<file path="src/rtl/dmem_bus_arbiter.sv">
// Round-robin arbiter for the single-ported data-memory bus: port 0 = CPU, port 1 = DMA/loader.
// Latency: issue one cycle after grant, ack the cycle after; requesters are held (stall0) until ack.
module dmem_bus_arbiter #(
   parameter int AW = 13,
   parameter int DW = 32,
   parameter int CW = 16
) (
   input  logic            clk,
   input  logic            reset,
   input  logic            req0,
   input  logic [AW-1:0]   addr0,
   input  logic [3:0]      we0,
   input  logic [DW-1:0]   wdata0,
   output logic            ack0,
   output logic            stall0,
   input  logic            req1,
   input  logic [AW-1:0]   addr1,
   input  logic [3:0]      we1,
   input  logic [DW-1:0]   wdata1,
   output logic            ack1,
   output logic [DW-1:0]   rdata,
   output logic            mem_en,
   output logic [3:0]      mem_we,
   output logic [AW-3:0]   mem_addr,
   output logic [DW-1:0]   mem_wdata,
   input  logic [DW-1:0]   mem_rdata,
   output logic [CW-1:0]   cont_cnt
);

   typedef enum logic [1:0] {IDLE, ISSUE, RESP} state_t;

   state_t state;
   logic   owner;
   logic   last;
   logic   pend0, pend1, anyPend, win;

   // In the ack cycle the owner's req still belongs to the finished access, so it is masked.
   always_comb begin
      pend0 = req0;
      pend1 = req1;
      if (state == ISSUE) begin
         pend0 = 1'b0;
         pend1 = 1'b0;
      end else if (state == RESP) begin
         if (owner) pend1 = 1'b0;
         else       pend0 = 1'b0;
      end
      anyPend = pend0 | pend1;
      win     = (pend0 & pend1) ? ~last : pend1;
   end

   always_ff @(posedge clk) begin
      if (!reset) begin
         state     <= IDLE;
         owner     <= 1'b0;
         last      <= 1'b1;
         cont_cnt  <= '0;
         ack0      <= 1'b0;
         ack1      <= 1'b0;
         mem_en    <= 1'b0;
         mem_we    <= '0;
         mem_addr  <= '0;
         mem_wdata <= '0;
      end else begin
         if (req0 && req1 && !(&cont_cnt))
            cont_cnt <= cont_cnt + 1'b1;

         ack0      <= 1'b0;
         ack1      <= 1'b0;
         mem_en    <= 1'b0;
         mem_we    <= '0;
         mem_addr  <= '0;
         mem_wdata <= '0;

         unique case (state)
            IDLE:    state <= anyPend ? ISSUE : IDLE;
            ISSUE: begin
               state <= RESP;
               ack0  <= ~owner;
               ack1  <= owner;
            end
            RESP: begin
               last  <= owner;
               state <= anyPend ? ISSUE : IDLE;
            end
            default: state <= IDLE;
         endcase

         // Grant: bus outputs are registered so the ISSUE cycle drives them straight from flops.
         if (anyPend) begin
            owner     <= win;
            mem_en    <= 1'b1;
            mem_we    <= win ? we1 : we0;
            mem_addr  <= win ? addr1[AW-1:2] : addr0[AW-1:2];
            mem_wdata <= win ? wdata1 : wdata0;
         end
      end
   end

   assign stall0 = req0 & ~ack0;
   assign rdata  = (ack0 | ack1) ? mem_rdata : '0;

endmodule
</file>
<file path="config.mk">
export PLATFORM = sky130hd
export DESIGN_NAME = dmem_bus_arbiter
export DESIGN_NICKNAME = d
export VERILOG_FILES = /design/src/rtl/dmem_bus_arbiter.sv
export SDC_FILE = /design/constraint.sdc
export NUM_CORES = 1
export LEC_CHECK = 0
export ABC_CLOCK_PERIOD_IN_PS = 4200
export CORE_AREA = 4 4 88 90
export DETAILED_ROUTE_END_ITERATION = 6
export DIE_AREA = 0 0 92 94
export DONT_BUFFER_PORTS = 1
export PLACE_DENSITY = 0.68
export SYNTH_ARGS = -nofsm -noshare
export SYNTH_HDL_FRONTEND = slang
export SYNTH_SLANG_ARGS = --single-unit
</file>
<file path="constraint.sdc">
create_clock -name clk -period 4.2 [get_ports clk]
set_clock_uncertainty 0.1 [all_clocks]
set_input_delay 0.63 -clock clk [delete_from_list [all_inputs] [get_ports clk]]
set_output_delay 0.63 -clock clk [all_outputs]
set_load 0.03 [all_outputs]
</file>
== Word level (Yosys, flattened, before mapping) ==
Cells that the tools add are included.
Widths: inputs -> output; s select.

* Memories kept: 0
* Bits in writable memories: 0
* Word-level logic and storage cells: 42
* Flip-flop bits (word level): 70
* Latch bits: 0
* Bits in read-only memories: 0

* Shifts and indexed selects: 0
* Bitwise gates (word level): 7
* Reduce and logical (&&, ||, !) cells: 8
* Add/sub/neg operators: 1
* Divide/modulo/power cells: 0
* Equality and inequality tests: 2
* Order comparisons: 0
* $mul: 0
* Mux-type cells: 14

{| class="wikitable"
|+ Operators by type and width
! cell !! number
|-
| $mux 32 || 2
|-
| $add 16x1->16 const B || 1
|-
| $reduce_and 16->1 || 1
|-
| $mux 11 || 1
|-
| $mux 1 || 9
|-
| $mux 4 || 1
|-
| $pmux 2 s2 || 1
|-
| $reduce_and 2->1 || 2
|-
| $not 1->1 || 3
|-
| $and 1x1->1 || 2
|-
| $eq 2x1->1 const B || 1
|-
| $eq 2x2->1 const B || 1
|-
| $logic_and 1x1->1 || 2
|-
| $logic_not 2->1 || 1
|-
| $or 1x1->1 || 2
|-
| $reduce_or 2->1 || 1
|-
| $logic_not 1->1 || 1
|}

== Depth between registers and ports, before layout ==
* Depth after elaboration: 6
* Gate-level depth with buffers: 6

== Least setup slack after synthesis ==
OpenSTA, ideal clock, no wires.

* Path kind: input-to-reg
* From: input req1
* To: register cont_cnt[15]
* Data arrival time: 1.995 ns
* Data required time: 4.030 ns
* Path slack: 2.035 ns
* Path buffers: 1
* Library setup time: 0.070 ns
* Stages on the path: 5
* Cells stage by stage: buf_2 nand2_1 or4_4 or4_1 a21oi_1

* Word-level cells in the longest chain between the ends: 2

{| class="wikitable"
|+ Ends and longest elaborated chain
! what !! line !! RTL
|-
| from (decl) || 16 || <nowiki>input logic req1,</nowiki>
|-
| $logic_and 1x1->1 (2 in series) || 65 || <nowiki>if (req0 && req1 && !(&cont_cnt))</nowiki>
|-
| to (signal assigned) || 66 || <nowiki>cont_cnt <= cont_cnt + 1'b1;</nowiki>
|-
| to (decl) || 27 || <nowiki>output logic [CW-1:0] cont_cnt</nowiki>
|}

Every way passes these cells.
A chain may end at the register's enable or synchronous reset.

== Final worst setup path ==
* From: register ack0
* To: output rdata[13]

* Word-level cells in the longest chain between the ends: 2

{| class="wikitable"
|+ Ends and longest elaborated chain
! what !! line !! RTL
|-
| from (decl) || 14 || <nowiki>output logic ack0,</nowiki>
|-
| from (signal assigned) || 79 || <nowiki>ack0 <= ~owner;</nowiki>
|-
| $or 1x1->1 || 101 || <nowiki>assign rdata = (ack0 | ack1) ? mem_rdata : '0;</nowiki>
|-
| $mux 32 || 101 ||
|-
| to (decl) || 21 || <nowiki>output logic [DW-1:0] rdata,</nowiki>
|}

Every way passes these cells.

==> impl_metrics.json <==
{
  "io-pin-count": 233,
  "n_fill_cell": 686,
  "std_cell_rows": 31,
  "clock_latency_ns": 0.34,
  "power_frac_seq": 0.498,
  "clk_path_buf_depth": 2,
  "vias_per_cell": 6.00,
  "synth.net_count": 513,
  "grt_remaining_overflow": 0,
  "grtUsageTotal": 0.198,
  "antenna_found_initial": 1,
  "die_h_um": 94,
  "cts.root.buffer_cell": "clkbuf_8",
  "htreeDepth": 3,
  "grt_max_degree": 55,
  "post_cts_buffers": 0,
  "crit_path_end_kind": "primary output",
  "run_status": "finished, final reports clean",
  "rsz0062_at_grt": "no",
  "port_buffers": 0,
  "cp_data_required_time_ns": 3.47,
  "finalMaxSlewViolations": 0,
  "drtPass1Iterations": 4,
  "crit_fanout": 32,
  "power_density_nw_per_um2": 493,
  "comb_power_share": 0.122,
  "maxCapViolations": 0,
  "syn_inst": 378,
  "wl_per_cell_um": 19.5,
  "critPathKind": "register to primary output",
  "n_antenna_cell": 0,
  "hold_path_class": "input pin to register",
  "cts_hold_buf": 0,
  "start_kind": "register",
  "initial_core_util": 0.434,
  "max_freq_mhz": 366,
  "ant_nets": 0,
  "cts_made_buffers": 9,
  "clkSinkCount": 70,
  "min_period_over_period": 0.650,
  "finalSetupViolations": 0,
  "syn_area_um2": 3060,
  "grt_pass1_vias": 2654,
  "pre_cts_ws_ns": 1.76,
  "layout_setup_ws_ns": 1.47,
  "max-slew-margin-rel": 0.208,
  "dieArea_um2": 8650,
  "p_sw_uw": 509,
  "dp_hpwl_um": 6550,
  "vdd_drop_max_mv": 0.292,
  "core_um2": 7060,
  "clkTransAtPathRegs_ns": 0.07,
  "place_congestion": 0.752,
  "worst_pin_slew_ns": 1.19,
  "yosysUniqueCellTypes": 37,
  "drive_gt1_frac": 0.0714,
  "finalSetupTns_ns": 0,
  "synth.avg_cell_area_um2": 8.11,
  "clock_power_share": 0.379,
  "syn2layout_area_growth_pct": 8.45,
  "finalCriticalPeriod_ns": 2.73,
  "synth_warnings": 0,
  "synth_seq_cells": 70,
  "cts_tree": "done",
  "nets": 494,
  "p_int_uw": 1130,
  "wl_um": 9030,
  "finalHoldViolCount": 0,
  "dr.first_iter.drc_count": 122,
  "die_w_um": 92,
  "swShare": 0.311,
  "grt_first_pass_wirelength_um": 13500,
  "drc": 0,
  "vias": 2777,
  "ys_seq_area_frac": 0.457,
  "worstPathArrival_ns": 2.00,
  "cts_resized": 0,
  "p_leak_uw": 0.00110
}
[power groups by stage]
stage	logic [uW]	registers (uW)	clock network, uW
final	201	817	621
after global placement	198	834	0
after floorplan	180	822	0
after CTS	203	819	635
after detailed placement	203	833	0
after global routing	224	822	668
[cell type report]
cell class | count | area [um^2] | share of cell area
multi-input combinational | 270 | 1530 | 0.460
sequential | 70 | 1400 | 0.422
clock buffer | 11 | 151 | 0.0456
tap | 99 | 124 | 0.0373
clock inverter | 5 | 81.3 | 0.0245
inverter | 6 | 22.5 | 0.00678
timing repair buffer | 2 | 15.0 | 0.00452
[critical path: stages (launching register included)]
cell and delay (ns):
dfxtp_1 0.44, nor2_2 0.83, nor2b_1 0.40
[cell families after synthesis]
logic type	synth area share
AND/OR/NAND/NOR	0.250
flip-flops	0.457
AO/OA/AOI/OAI	0.221
buffers and inverters	0.0486
XOR/XNOR	0.00572
multiplexers	0.00980
adder cells (fa/ha/maj)	0.00735
[final timing paths]
check | start | end | slack (ns) | depth (start not counted)
max | ack0 | rdata[13] | 1.47 | 2
min | reset | last | 0.30 | 1
max reg2reg | cont_cnt[0] | cont_cnt[1] | 1.83 | 5
min reg2reg | state[0] | state[0] | 0.40 | 1
[per-layer routing]
layer | routed length (um) | track usage | vias up
li1 | - | - | 1304
met1 | 3090 | 0.202 | 1284
met2 | 4800 | 0.362 | 179
met3 | 1030 | 0.0865 | 10
met4 | 111 | 0.0606 | 0
met5 | 0 | 0 | -
[registers in the layout, indices dropped and copies added (netlist names)]
| name | flops |
|---|---|
| mem_we | 4 |
| mem_addr | 11 |
| mem_en | 1 |
| ack0 | 1 |
| mem_wdata | 32 |
| cont_cnt | 16 |
| last | 1 |
| state | 2 |
| ack1 | 1 |
| owner | 1 |
[cell usage after synthesis (all sizes together)]
| cell | count | area share |
|---|---|---|
| dfxtp | 70 | 0.46 |
| a21oi | 59 | 0.096 |
| o21ai | 56 | 0.091 |
| nand3 | 52 | 0.085 |
| nor2b | 34 | 0.069 |
| clkbuf | 27 | 0.033 |
| nand2 | 11 | 0.013 |
| nor2 | 8 | 0.0098 |
| inv | 6 | 0.0073 |
| or3 | 6 | 0.012 |
| buf | 5 | 0.0082 |
| nand4 | 5 | 0.012 |
| or4 | 5 | 0.013 |
| nand2b | 4 | 0.0082 |
| o31ai | 4 | 0.0098 |
| and2 | 3 | 0.0061 |
| mux2i | 3 | 0.0098 |
| nor3 | 2 | 0.0033 |
| nor4 | 2 | 0.0061 |
| o41ai | 2 | 0.0082 |
| xor2 | 2 | 0.0057 |
| a211o | 1 | 0.0029 |
| a311oi | 1 | 0.0029 |
| a31oi | 1 | 0.0020 |
| ha | 1 | 0.0041 |
| maj3 | 1 | 0.0033 |
| nand3b | 1 | 0.0025 |
| nor4bb | 1 | 0.0033 |
| o211ai | 1 | 0.0025 |
| o21a | 1 | 0.0025 |
| o311ai | 1 | 0.0029 |
| or2 | 1 | 0.0020 |
| or3b | 1 | 0.0029 |
[cell usage in the layout (no fill, tap or decap), types with 2 or more instances in the layout]
cell type,netlist,final
a21oi_1,59,59
and2_1,3,3
buf_4,0,2
bufinv_16,0,2
clkbuf_8,0,11
dfxtp_1,70,70
inv_1,6,6
mux2i_1,3,3
nand2_1,11,11
nand2b_1,4,4
nand3_1,52,52
nand4_1,4,4
nor2_1,8,7
nor2b_1,34,34
nor3_1,2,2
o21ai_0,56,55
o31ai_1,4,4
or3_1,6,6
or4_1,4,4
xor2_1,2,2
[through the flow]
step	hold WS (ns)	total power, uW	instance area, um^2	cells	util
3_5_place_dp	0.395	1040	3090	447	0.438
6_report	0.302	1640	3320	463	0.471
2_1_floorplan	0.362	1000	3060	378	-
5_1_grt	0.282	1720	3320	463	0.471
4_1_cts	0.288	1660	3320	463	0.471
3_3_place_gp	0.386	1030	3090	447	0.438
No activity file was read; power rests on OpenSTA's default activity.
